$ cat src/rtl/arm_regfile_sb.sv
// arm_regfile_sb: 16 x N ARM register bank (R0-R14 stored, R15 = pc_plus8)
// with a load scoreboard (per-register busy bits, outstanding-load counter)
// and a combinational decode stall.
//
// Optional feature macro: REGFILE_BYPASS_EN
//   defined   : regs_flat forwards same-cycle write data (load over ALU,
//               R15 excluded); stall ignores busy bits cleared this cycle.
//   undefined : no forwarding; consumers see writes one cycle later.
//
// Ports:
//   clk, reset_n          clock, synchronous active-low reset
//   pc_plus8              value shown in the R15 slot
//   alu_we/wa/wd          execute write port
//   ld_we/wa/wd           load write-back port (wins over ALU on same address)
//   ld_issue, ld_dest     load issued by decode
//   rd_sel_*/rd_vld_*     operand selects and their valid flags
//   regs_flat             R0 at [N-1:0] ... R15 at [16N-1:15N]
//   busy                  pending-load bits, bit 15 always 0
//   pend_cnt              outstanding loads
//   stall                 decode must hold this cycle (combinational)
module arm_regfile_sb #(
  parameter int unsigned N        = 32,
  parameter int unsigned MAX_PEND = 4
) (
  input  logic                            clk,
  input  logic                            reset_n,
  input  logic [N-1:0]                    pc_plus8,
  input  logic                            alu_we,
  input  logic [3:0]                      alu_wa,
  input  logic [N-1:0]                    alu_wd,
  input  logic                            ld_we,
  input  logic [3:0]                      ld_wa,
  input  logic [N-1:0]                    ld_wd,
  input  logic                            ld_issue,
  input  logic [3:0]                      ld_dest,
  input  logic [3:0]                      rd_sel_a,
  input  logic [3:0]                      rd_sel_b,
  input  logic [3:0]                      rd_sel_c,
  input  logic                            rd_vld_a,
  input  logic                            rd_vld_b,
  input  logic                            rd_vld_c,
  output logic [16*N-1:0]                 regs_flat,
  output logic [15:0]                     busy,
  output logic [$clog2(MAX_PEND+1)-1:0]   pend_cnt,
  output logic                            stall
);

  localparam int unsigned PW = $clog2(MAX_PEND + 1);

  logic [N-1:0]  regs_q [15];
  logic [N-1:0]  regs_d [15];
  logic [14:0]   busy_q, busy_d;
  logic [PW-1:0] pend_cnt_q, pend_cnt_d;

  logic [15:0]   busy_ext;
  logic [15:0]   clr_mask;
  logic [15:0]   busy_eff;
  logic          rd_haz, waw_haz, full_haz, accept, dec;

  assign busy_ext = {1'b0, busy_q};
  assign busy     = busy_ext;
  assign pend_cnt = pend_cnt_q;

  // Scoreboard hazard detection and issue acceptance
  always_comb begin
    clr_mask = '0;
    if (ld_we && busy_ext[ld_wa]) clr_mask[ld_wa] = 1'b1;
`ifdef REGFILE_BYPASS_EN
    busy_eff = busy_ext & ~clr_mask;
`else
    busy_eff = busy_ext;
`endif
    rd_haz   = (rd_vld_a && busy_eff[rd_sel_a]) ||
               (rd_vld_b && busy_eff[rd_sel_b]) ||
               (rd_vld_c && busy_eff[rd_sel_c]);
    waw_haz  = ld_issue && busy_eff[ld_dest];
    full_haz = ld_issue && (pend_cnt_q == PW'(MAX_PEND));
    stall    = rd_haz || waw_haz || full_haz;
    accept   = ld_issue && !stall && (ld_dest != 4'd15);
    // Counter never goes below zero even if a stale write-back arrives
    dec      = (|clr_mask) && (pend_cnt_q != '0);
  end

  // Next-state: register writes, busy update (set beats clear), counter
  always_comb begin
    regs_d     = regs_q;
    busy_d     = busy_q;
    pend_cnt_d = pend_cnt_q + PW'(accept) - PW'(dec);
    for (int i = 0; i < 15; i++) begin
      if (alu_we && alu_wa == 4'(i)) regs_d[i] = alu_wd;
      if (ld_we && ld_wa == 4'(i))   regs_d[i] = ld_wd;
      if (clr_mask[i])               busy_d[i] = 1'b0;
      if (accept && ld_dest == 4'(i)) busy_d[i] = 1'b1;
    end
  end

  // Flat register view; R15 slot is always the external PC+8
  always_comb begin
    for (int i = 0; i < 15; i++) begin
`ifdef REGFILE_BYPASS_EN
      if (ld_we && ld_wa == 4'(i))        regs_flat[i*N +: N] = ld_wd;
      else if (alu_we && alu_wa == 4'(i)) regs_flat[i*N +: N] = alu_wd;
      else                                regs_flat[i*N +: N] = regs_q[i];
`else
      regs_flat[i*N +: N] = regs_q[i];
`endif
    end
    regs_flat[15*N +: N] = pc_plus8;
  end

  // State registers with synchronous reset
  always_ff @(posedge clk) begin
    if (!reset_n) begin
      for (int i = 0; i < 15; i++) regs_q[i] <= '0;
      busy_q     <= '0;
      pend_cnt_q <= '0;
    end else begin
      for (int i = 0; i < 15; i++) regs_q[i] <= regs_d[i];
      busy_q     <= busy_d;
      pend_cnt_q <= pend_cnt_d;
    end
  end

endmodule

$ cat config.mk
export PLATFORM = sky130hd
export DESIGN_NAME = arm_regfile_sb
export DESIGN_NICKNAME = d
export VERILOG_FILES = /design/src/rtl/arm_regfile_sb.sv
export SDC_FILE = /design/constraint.sdc
export NUM_CORES = 1
export LEC_CHECK = 0
export CAP_MARGIN = 10
export CORE_AREA = 2 2 255 257
export CTS_CLUSTER_SIZE = 20
export DETAILED_ROUTE_END_ITERATION = 6
export DIE_AREA = 0 0 257 259
export DONT_BUFFER_PORTS = 1
export PLACE_DENSITY = 0.52
export SLEW_MARGIN = 5
export SYNTH_ARGS = -nofsm -noshare
export SYNTH_HDL_FRONTEND = slang
export SYNTH_SLANG_ARGS = --single-unit
$ cat constraint.sdc
create_clock -name clk -period 6 [get_ports clk]
set_clock_uncertainty 0.15 [all_clocks]
set_input_delay 0.3 -clock clk [delete_from_list [all_inputs] [get_ports clk]]
set_output_delay 0.3 -clock clk [all_outputs]
set_load 0.03 [all_outputs]
==> results of run 1 <==
==> where the power goes <==
group | internal [mW] | leakage (nW) | switching, mW | total [mW]
Clock | 2.07 | 0.933 | 1.47 | 3.54
Sequential | 3.42 | 4.04 | 0.329 | 3.75
Combinational | 0.198 | 4.66 | 0.402 | 0.600
Total | 5.69 | 9.63 | 2.20 | 7.88
==> worst min-delay path, delay by kind of cell <==
family	cells	cell delay [ps]
AOI/OAI and AO/OA	3	480
==> worst max path at each step <==
stage | startpoint | to | slack, ps | depth (start not counted)
after detailed placement | busy_q[11] | pend_cnt[2] | 1790 | 11
final | busy_q[11] | pend_cnt[2] | 1720 | 11
after global placement | busy_q[11] | pend_cnt[2] | 1840 | 11
after global routing | busy_q[8] | pend_cnt[2] | 1490 | 11
after floorplan | ld_dest[0] | pend_cnt[2] | 2460 | 13
after CTS | busy_q[11] | pend_cnt[2] | 1770 | 11
==> state kept, by name, indices dropped and copies added (netlist names) <==
name       count
pend_cnt       3
busy_q        15
regs_flat    480
==> layout by cell type, fill, tap and decap left out, types with 3 or more instances in the layout <==
cell | netlist | final
a211oi_1 | 448 | 448
a311oi_1 | 32 | 32
and2_1 | 4 | 4
and3_1 | 5 | 5
and4_1 | 6 | 6
buf_4 | 33 | 27
bufinv_16 | 0 | 5
clkbuf_1 | 234 | 9
clkbuf_16 | 0 | 55
clkbuf_8 | 0 | 14
clkinv_2 | 0 | 14
dfxtp_1 | 498 | 498
diode_2 | 0 | 3
dlygate4sd3_1 | 0 | 114
inv_1 | 7 | 7
mux2_2 | 4 | 4
mux2i_1 | 453 | 453
mux4_2 | 15 | 15
nand2_1 | 54 | 42
nand2_2 | 0 | 9
nand2_4 | 0 | 3
nand2b_1 | 8 | 5
nand2b_2 | 0 | 3
nand3_1 | 39 | 36
nand3_4 | 0 | 3
nand3b_1 | 5 | 5
nand4_1 | 15 | 15
nor2_1 | 499 | 490
nor2_4 | 0 | 9
nor2b_1 | 8 | 7
nor3b_1 | 3 | 3
nor4b_1 | 3 | 3
o211ai_1 | 15 | 15
o21ai_0 | 5 | 5
o21ai_1 | 10 | 10
o221ai_1 | 3 | 3
==> final cells by class <==
cell class / count / area (um2) / area share (%)
Antenna cell: 3 / 7.507 / 0.02870
Clock buffer: 78 / 1603 / 6.128
Clock inverter: 22 / 257.7 / 0.9855
Inverter: 8 / 37.54 / 0.1435
Multi-Input combinational cell: 1660 / 11850 / 45.29
Sequential cell: 498 / 9970 / 38.12
Tap cell: 855 / 1070 / 4.090
Timing Repair Buffer: 142 / 1364 / 5.215
==> cell families (layout without fill, tap and decap cells) <==
kind of cell | Yosys count | count (layout) | synth area share (%)
AND/OR/NAND/NOR | 658 | 658 | 11.83
XOR/XNOR | 2 | 2 | 0.07590
AO/OA/AOI/OAI | 524 | 524 | 17.14
adder cells (fa/ha/maj) | 3 | 3 | 0.1951
multiplexers | 472 | 472 | 21.30
other | 1 | 4 | 0.01625
buffers and inverters | 335 | 250 | 6.245
flip-flops | 498 | 498 | 43.19
==> routing by layer <==
metal / routed length (um) / vias to the layer above / global-route usage, %
met3: 8597 / 209 / 8.436
met5: 27 / - / 0
li1: - / 8793 / -
met4: 3847 / 4 / 10.77
met2: 47030 / 959 / 47.40
met1: 39280 / 9560 / 34.43
==> per-stage QoR <==
step           utilization [%]  hold slack, ps  instance area, um2  setup slack (ps)  std cells
6_report                 40.94           66.11               26150              1716       3266
2_1_floorplan                -           330.8               23080              2465       2493
5_1_grt                  40.94           85.10               26150              1493       3265
4_1_cts                  40.93           31.51               26150              1774       3263
3_3_place_gp             36.23           277.4               23140              1840       3049
3_5_place_dp             36.23           278.7               23140              1790       3049
==> summary.txt, run 1 <==
Floorplan
  • Full die area: approximately 67000 um2
  • Core area: 63880 um2
  • I/O pin count: 660
  • Height of the die: 259 um
  • Initial Util: 36.13%
  • Die X-Extent: 257 um
  • Row cnt: between 90 and 100

Critical path
  • RR Startpoint: busy_q[11]
  • Slowest cell on crit path: o2111ai_1
  • Delay-heaviest family, CP: adder cells
  • FF-to-FF path depth: 11
  • Crit-path cells: mux4_2 -> o2111ai_1 -> nand3_1 -> or3b_1 -> ha_1 -> inv_1 -> ha_1 -> fa_1 -> xnor2_1 -> xnor2_1 -> nor2_1
  • Req. time, crit path: 6320 ps
  • Slowest stage delay, CP: 880 ps
  • Worst-path maximum fanout: 15
  • Critical path buffers and inverters: 1
  • Flop2flop setup slack: 1720 ps
  • Critical Path AT: roughly 4600 ps
  • Reg2reg end: pend_cnt[2]
  • CP Class: reg -> reg
  • Worst setup EP type: flip-flop
  • Critical Path Source Type: flip-flop

Cells and area
  • Filler Cells Inserted: 6174
  • Area growth syn-to-layout: 13.31%
  • Final net count: 2496
  • Layout cell share with drive strength beyond 1: under 10%

Status
  • Status: finished clean

Place
  • DP HPWL: 60080 um
  • Routability cong.: 0.8294
  • Input/output buffers: 0

Hold path
  • Hold Path Depth: 3
  • Worst Hold Class: in -> reg
  • Hold Startpoint: rd_vld_b
  • Hold path endpoint: busy_q[2]

Yosys
  • Post-Syn Instances: 2493
  • Most common flop cell mapped by yosys: dfxtp_1
  • Number of flops mapped to enable cells by yosys: 0
  • Post-synth top cells: nor2_1 (499), dfxtp_1 (498), mux2i_1 (453)
  • Synth warn: 0
  • Yosys cell types: 49
  • Synthesized cell area: roughly 23000 um2
  • Synthesized flop and latch total: 498
  • Syn avg cell area: approximately 9 um2
  • Sequential-to-total area share from yosys stat: 43.19%
  • Synth top area cells: dfxtp_1 (43%), mux2i_1 (20%), a211oi_1 (15%)
  • Leading area contributor after synthesis: dfxtp_1
  • Top-count cell post-synth: nor2_1
  • Synth top area share: 43.19%
  • FFs w/ async S/R, synth: 0%
  • Post-synthesis net count: approximately 2600

Clock tree
  • Clk buf depth: 3
  • Number of setup buffers added after CTS: 0
  • Clock slew at the register clock pins of the worst setup and hold paths: 60 ps
  • CTS root buffer: clkbuf_16
  • CTS resizes: 0
  • Hold Buf Count CTS: 114
  • Clock Latency Late Sink: 600 ps
  • Clock Sinks: 498
  • CTS tree: done
  • H-Tree Level Count: 2
  • CTS buffer count: 55

Timing
  • Setup TNS: 0 ps
  • RSZ-0062 raised after global routing: no
  • F_max: 233.4 MHz
  • Worst slew pin tran: 1158 ps
  • Finish-stage setup viols: 0
  • Final Slew Violations: 0
  • Period utilization: 71.40%
  • Slew HR: between 20% and 30%
  • Fin. Hold Viols: 0
  • Min cycle time layout: 4284 ps

Global routing
  • Initial antenna violation count: 7
  • Global-route wire length before repair: 140400 um
  • Vias in the first global route: 18760
  • Remaining global-route overflow: 0
  • GRT Total Usage: 28.38%
  • Largest net degree at the start of global routing: 197

Routing
  • DRC viols: 0
  • Routed WL: 98790 um
  • Detailed Route Iter0 Violations: 1692
  • DR vias: approximately 20000
  • DR pass1 iterations: 6
  • Drt wl/cell: 30.25 um
  • Via density: about 6.0
  • Routed Antenna Nets: 0

Job
  • Maxcap violations: 0

Power and ir drop
  • Pleak: 9.628 nW
  • Pwr Total: 7.882 mW
  • Worst vdd ir: 0.2198 mV
  • Cell Pwr Density: between 300 and 400 nW/um2
(Power assumes the default switching activity.)
==> run 2, diff against run 1 <==
clock period = 3.95 ns   (was 6 ns; I/O delays follow)
==> run 2 against run 1 <==
  * Sequential cell count stayed put
  * Worst setup slack worse by 1600 ps
  * Global-route usage is 0.26 points higher
  * Total power is 52% higher
  * Sequential share of layout area is 0.93 points lower
  * Clock power is 51% higher
  * Largest cell class unchanged
  * Largest power group unchanged
==> summary.txt, run 2 (synthesized netlist as in run 1, its figures left out) <==
Status
  • Status: finished clean (unchanged)

Floorplan
  • Core area: 63880 um2 (unchanged)
  • Die X-Extent: 257 um (unchanged)
  • I/O pin count: 660 (unchanged)
  • Initial Util: 36.13% (unchanged)
  • Full die area: 66560 um2 (unchanged)
  • Row cnt: 93 (unchanged)
  • Height of the die: 259 um (unchanged)

Routing
  • DR pass1 iterations: 5 (was 6)
  • Detailed Route Iter0 Violations: 1740 (was 1692)
  • Routed Antenna Nets: 0 (unchanged)
  • DRC viols: 0 (unchanged)
  • Via density: 5.994 (was 5.978)
  • Routed WL: 99970 um (was 98790 um)
  • Drt wl/cell: 30.05 um (was 30.25 um)
  • DR vias: 19940 (was 19530)

Critical path
  • Worst setup EP type: flip-flop (unchanged)
  • Critical Path Source Type: flip-flop (unchanged)
  • Top cell by count, worst path: ha_1
  • Slowest cell on crit path: dlygate4sd3_1 (was o2111ai_1)
  • Delay-heaviest family, CP: adder cells (unchanged)
  • Req. time, crit path: 4260 ps (was 6320 ps)
  • Worst-path maximum fanout: 4 (was 15)
  • Critical path buffers and inverters: 3 (was 1)
  • Critical Path AT: 4120 ps (was 4610 ps)
  • Crit-path cells: buf_4 -> mux4_2 -> o2111ai_1 -> dlygate4sd3_1 -> nand3_2 -> or3b_1 -> ha_1 -> inv_1 -> ha_1 -> fa_2 -> xnor2_2 -> xnor2_1 -> nor2_1 (was mux4_2 -> o2111ai_1 -> nand3_1 -> or3b_1 -> ha_1 -> inv_1 -> ha_1 -> fa_1 -> xnor2_1 -> xnor2_1 -> nor2_1)
  • CP Class: reg -> reg (unchanged)
  • Slowest stage delay, CP: 630 ps (was 880 ps)

Power and ir drop
  • Pleak: 9.870 nW (was 9.628 nW)
  • Pwr Total: 12.00 mW (was 7.882 mW)
  • Worst vdd ir: 0.3216 mV (was 0.2198 mV)
  • Cell Pwr Density: 447.5 nW/um2 (was 301.4 nW/um2)

Clock tree
  • Number of setup buffers added after CTS: 0 (unchanged)
  • H-Tree Level Count: 2 (unchanged)
  • Clock Sinks: 498 (unchanged)
  • CTS buffer count: 54 (was 55)
  • Clock Latency Late Sink: 600 ps (about the same)
  • CTS root buffer: clkbuf_16 (unchanged)
  • Clk buf depth: 3 (unchanged)
  • Clock slew at the register clock pins of the worst setup and hold paths: 60 ps (about the same)
  • CTS tree: done (unchanged)

Cells and area
  • Area occupied by multi-input gates: 11860 um2 (was 11850 um2)
  • Most common cell after layout, fill and taps aside: dfxtp_1 (unchanged)
  • FF+latch area: 9970 um2 (unchanged)
  • Most frequent cells in the layout: dfxtp_1 (498), nor2_1 (490), mux2i_1 (453) (unchanged)
  • Post-route cell area: 26810 um2 (was 26150 um2)
  • Layout cell share with drive strength beyond 1: 7.658% (was 7.184%)
  • Final net count: 2559 (was 2496)
  • Filler Cells Inserted: 6154 (was 6174)
  • Area growth syn-to-layout: 16.15% (was 13.31%)
  • Largest register FFs: 480 (unchanged)

Global routing
  • Largest net degree at the start of global routing: 144 (was 197)
  • Global-route wire length before repair: 142700 um (was 140400 um)
  • Remaining global-route overflow: 0 (unchanged)
  • GRT Total Usage: 28.64% (was 28.38%)
  • Vias in the first global route: 18910 (was 18760)
  • Initial antenna violation count: 8 (was 7)

Timing
  • F_max: 262.3 MHz (was 233.4 MHz)
  • Worst slew pin tran: 1143 ps (was 1158 ps)
  • Period utilization: 96.51% (was 71.40%)
  • Slew HR: 23.55% (was 22.52%)
  • Final Slew Violations: 0 (unchanged)
  • Finish-stage setup viols: 0 (unchanged)
  • Min cycle time layout: 3812 ps (was 4284 ps)
  • Fin. Hold Viols: 0 (unchanged)

Place
  • DP HPWL: 60950 um (was 60080 um)
  • Input/output buffers: 0 (unchanged)
  • Placed cell area: 23410 um2 (was 23140 um2)
  • Routability cong.: 0.8811 (was 0.8294)

Hold path
  • Worst Hold Class: in -> reg (unchanged)

Job
  • Maxcap violations: 0 (unchanged)
==> run 2: cell types whose count changed in the layout (fill, tap and decap cells not counted), moves of 7 or more <==
| cell | change |
|---|---|
| buf_4 | +17 |
| clkbuf_1 | +7 |
| dlygate4sd3_1 | +40 |
| buf_12 | +7 |
| clkinv_2 | -11 |
==> run 2: worst register-to-register path: stages (launching register included) <==
cell and delay [ps]:
dfxtp_1 330, buf_4 180, mux4_2 450, o2111ai_1 180, dlygate4sd3_1 630, nand3_2 110, or3b_1 380, ha_1 290
inv_1 40, ha_1 200, fa_2 390, xnor2_2 150, xnor2_1 140, nor2_1 50
==> run 2: area by class of cell <==
cell class | instances | share of cell area (%)
Clock inverter | 11 | 0.7514
Tap cell | 855 | 3.990
Antenna cell | 4 | 0.03734
Timing Repair Buffer | 206 | 7.579
Clock buffer | 85 | 6.076
Inverter | 8 | 0.1400
Sequential cell | 498 | 37.19
Multi-Input combinational cell | 1660 | 44.24
==> run 2: worst paths after layout <==
path                                start     endpoint  slack, ps  cells past startpoint
worst max-delay path            busy_q[8]  pend_cnt[2]        140                     13
worst min-delay path             ld_issue   busy_q[14]         60                      3
worst max register to register  busy_q[8]  pend_cnt[2]        140                     13
worst min register to register  busy_q[8]    busy_q[8]        390                      2
==> run 2: what timing repair did <==
item	4_1_cts	5_1_grt
gates resized for setup	0	3
setup endpoints to repair	0	1
endpoints found under the hold margin	498	1
hold buffers	153	2
==> run 2: report_power, final <==
part / switching [mW] / total, mW / leakage [nW] / internal, mW
Clock: 2.21 / 5.35 / 0.894 / 3.14
Combinational: 0.632 / 0.963 / 4.94 / 0.332
Sequential: 0.491 / 5.68 / 4.04 / 5.19
Total: 3.33 / 12.0 / 9.87 / 8.67
==> run 2: per-layer routing <==
layer	up-vias	share of wire (%)	global-route usage, %
met1	9816	40	35.44
met3	227	9.0	8.328
met5	-	0.027	0
met2	1001	47	46.65
li1	8893	-	-
met4	4	4.4	11.85
==> run 2: through the flow <==
stage	setup WS, ps	util (%)	std cells	hold slack (ps)	setup TNS [ps]
6_report	137.8	41.97	3327	57.71	0
5_1_grt	-11.93	41.96	3325	52.15	-11.93
4_1_cts	61.01	41.91	3322	1.629	0
3_5_place_dp	372.8	36.65	3073	175.2	0
3_3_place_gp	319.4	36.65	3073	173.5	0
2_1_floorplan	470.3	-	2493	228.3	0
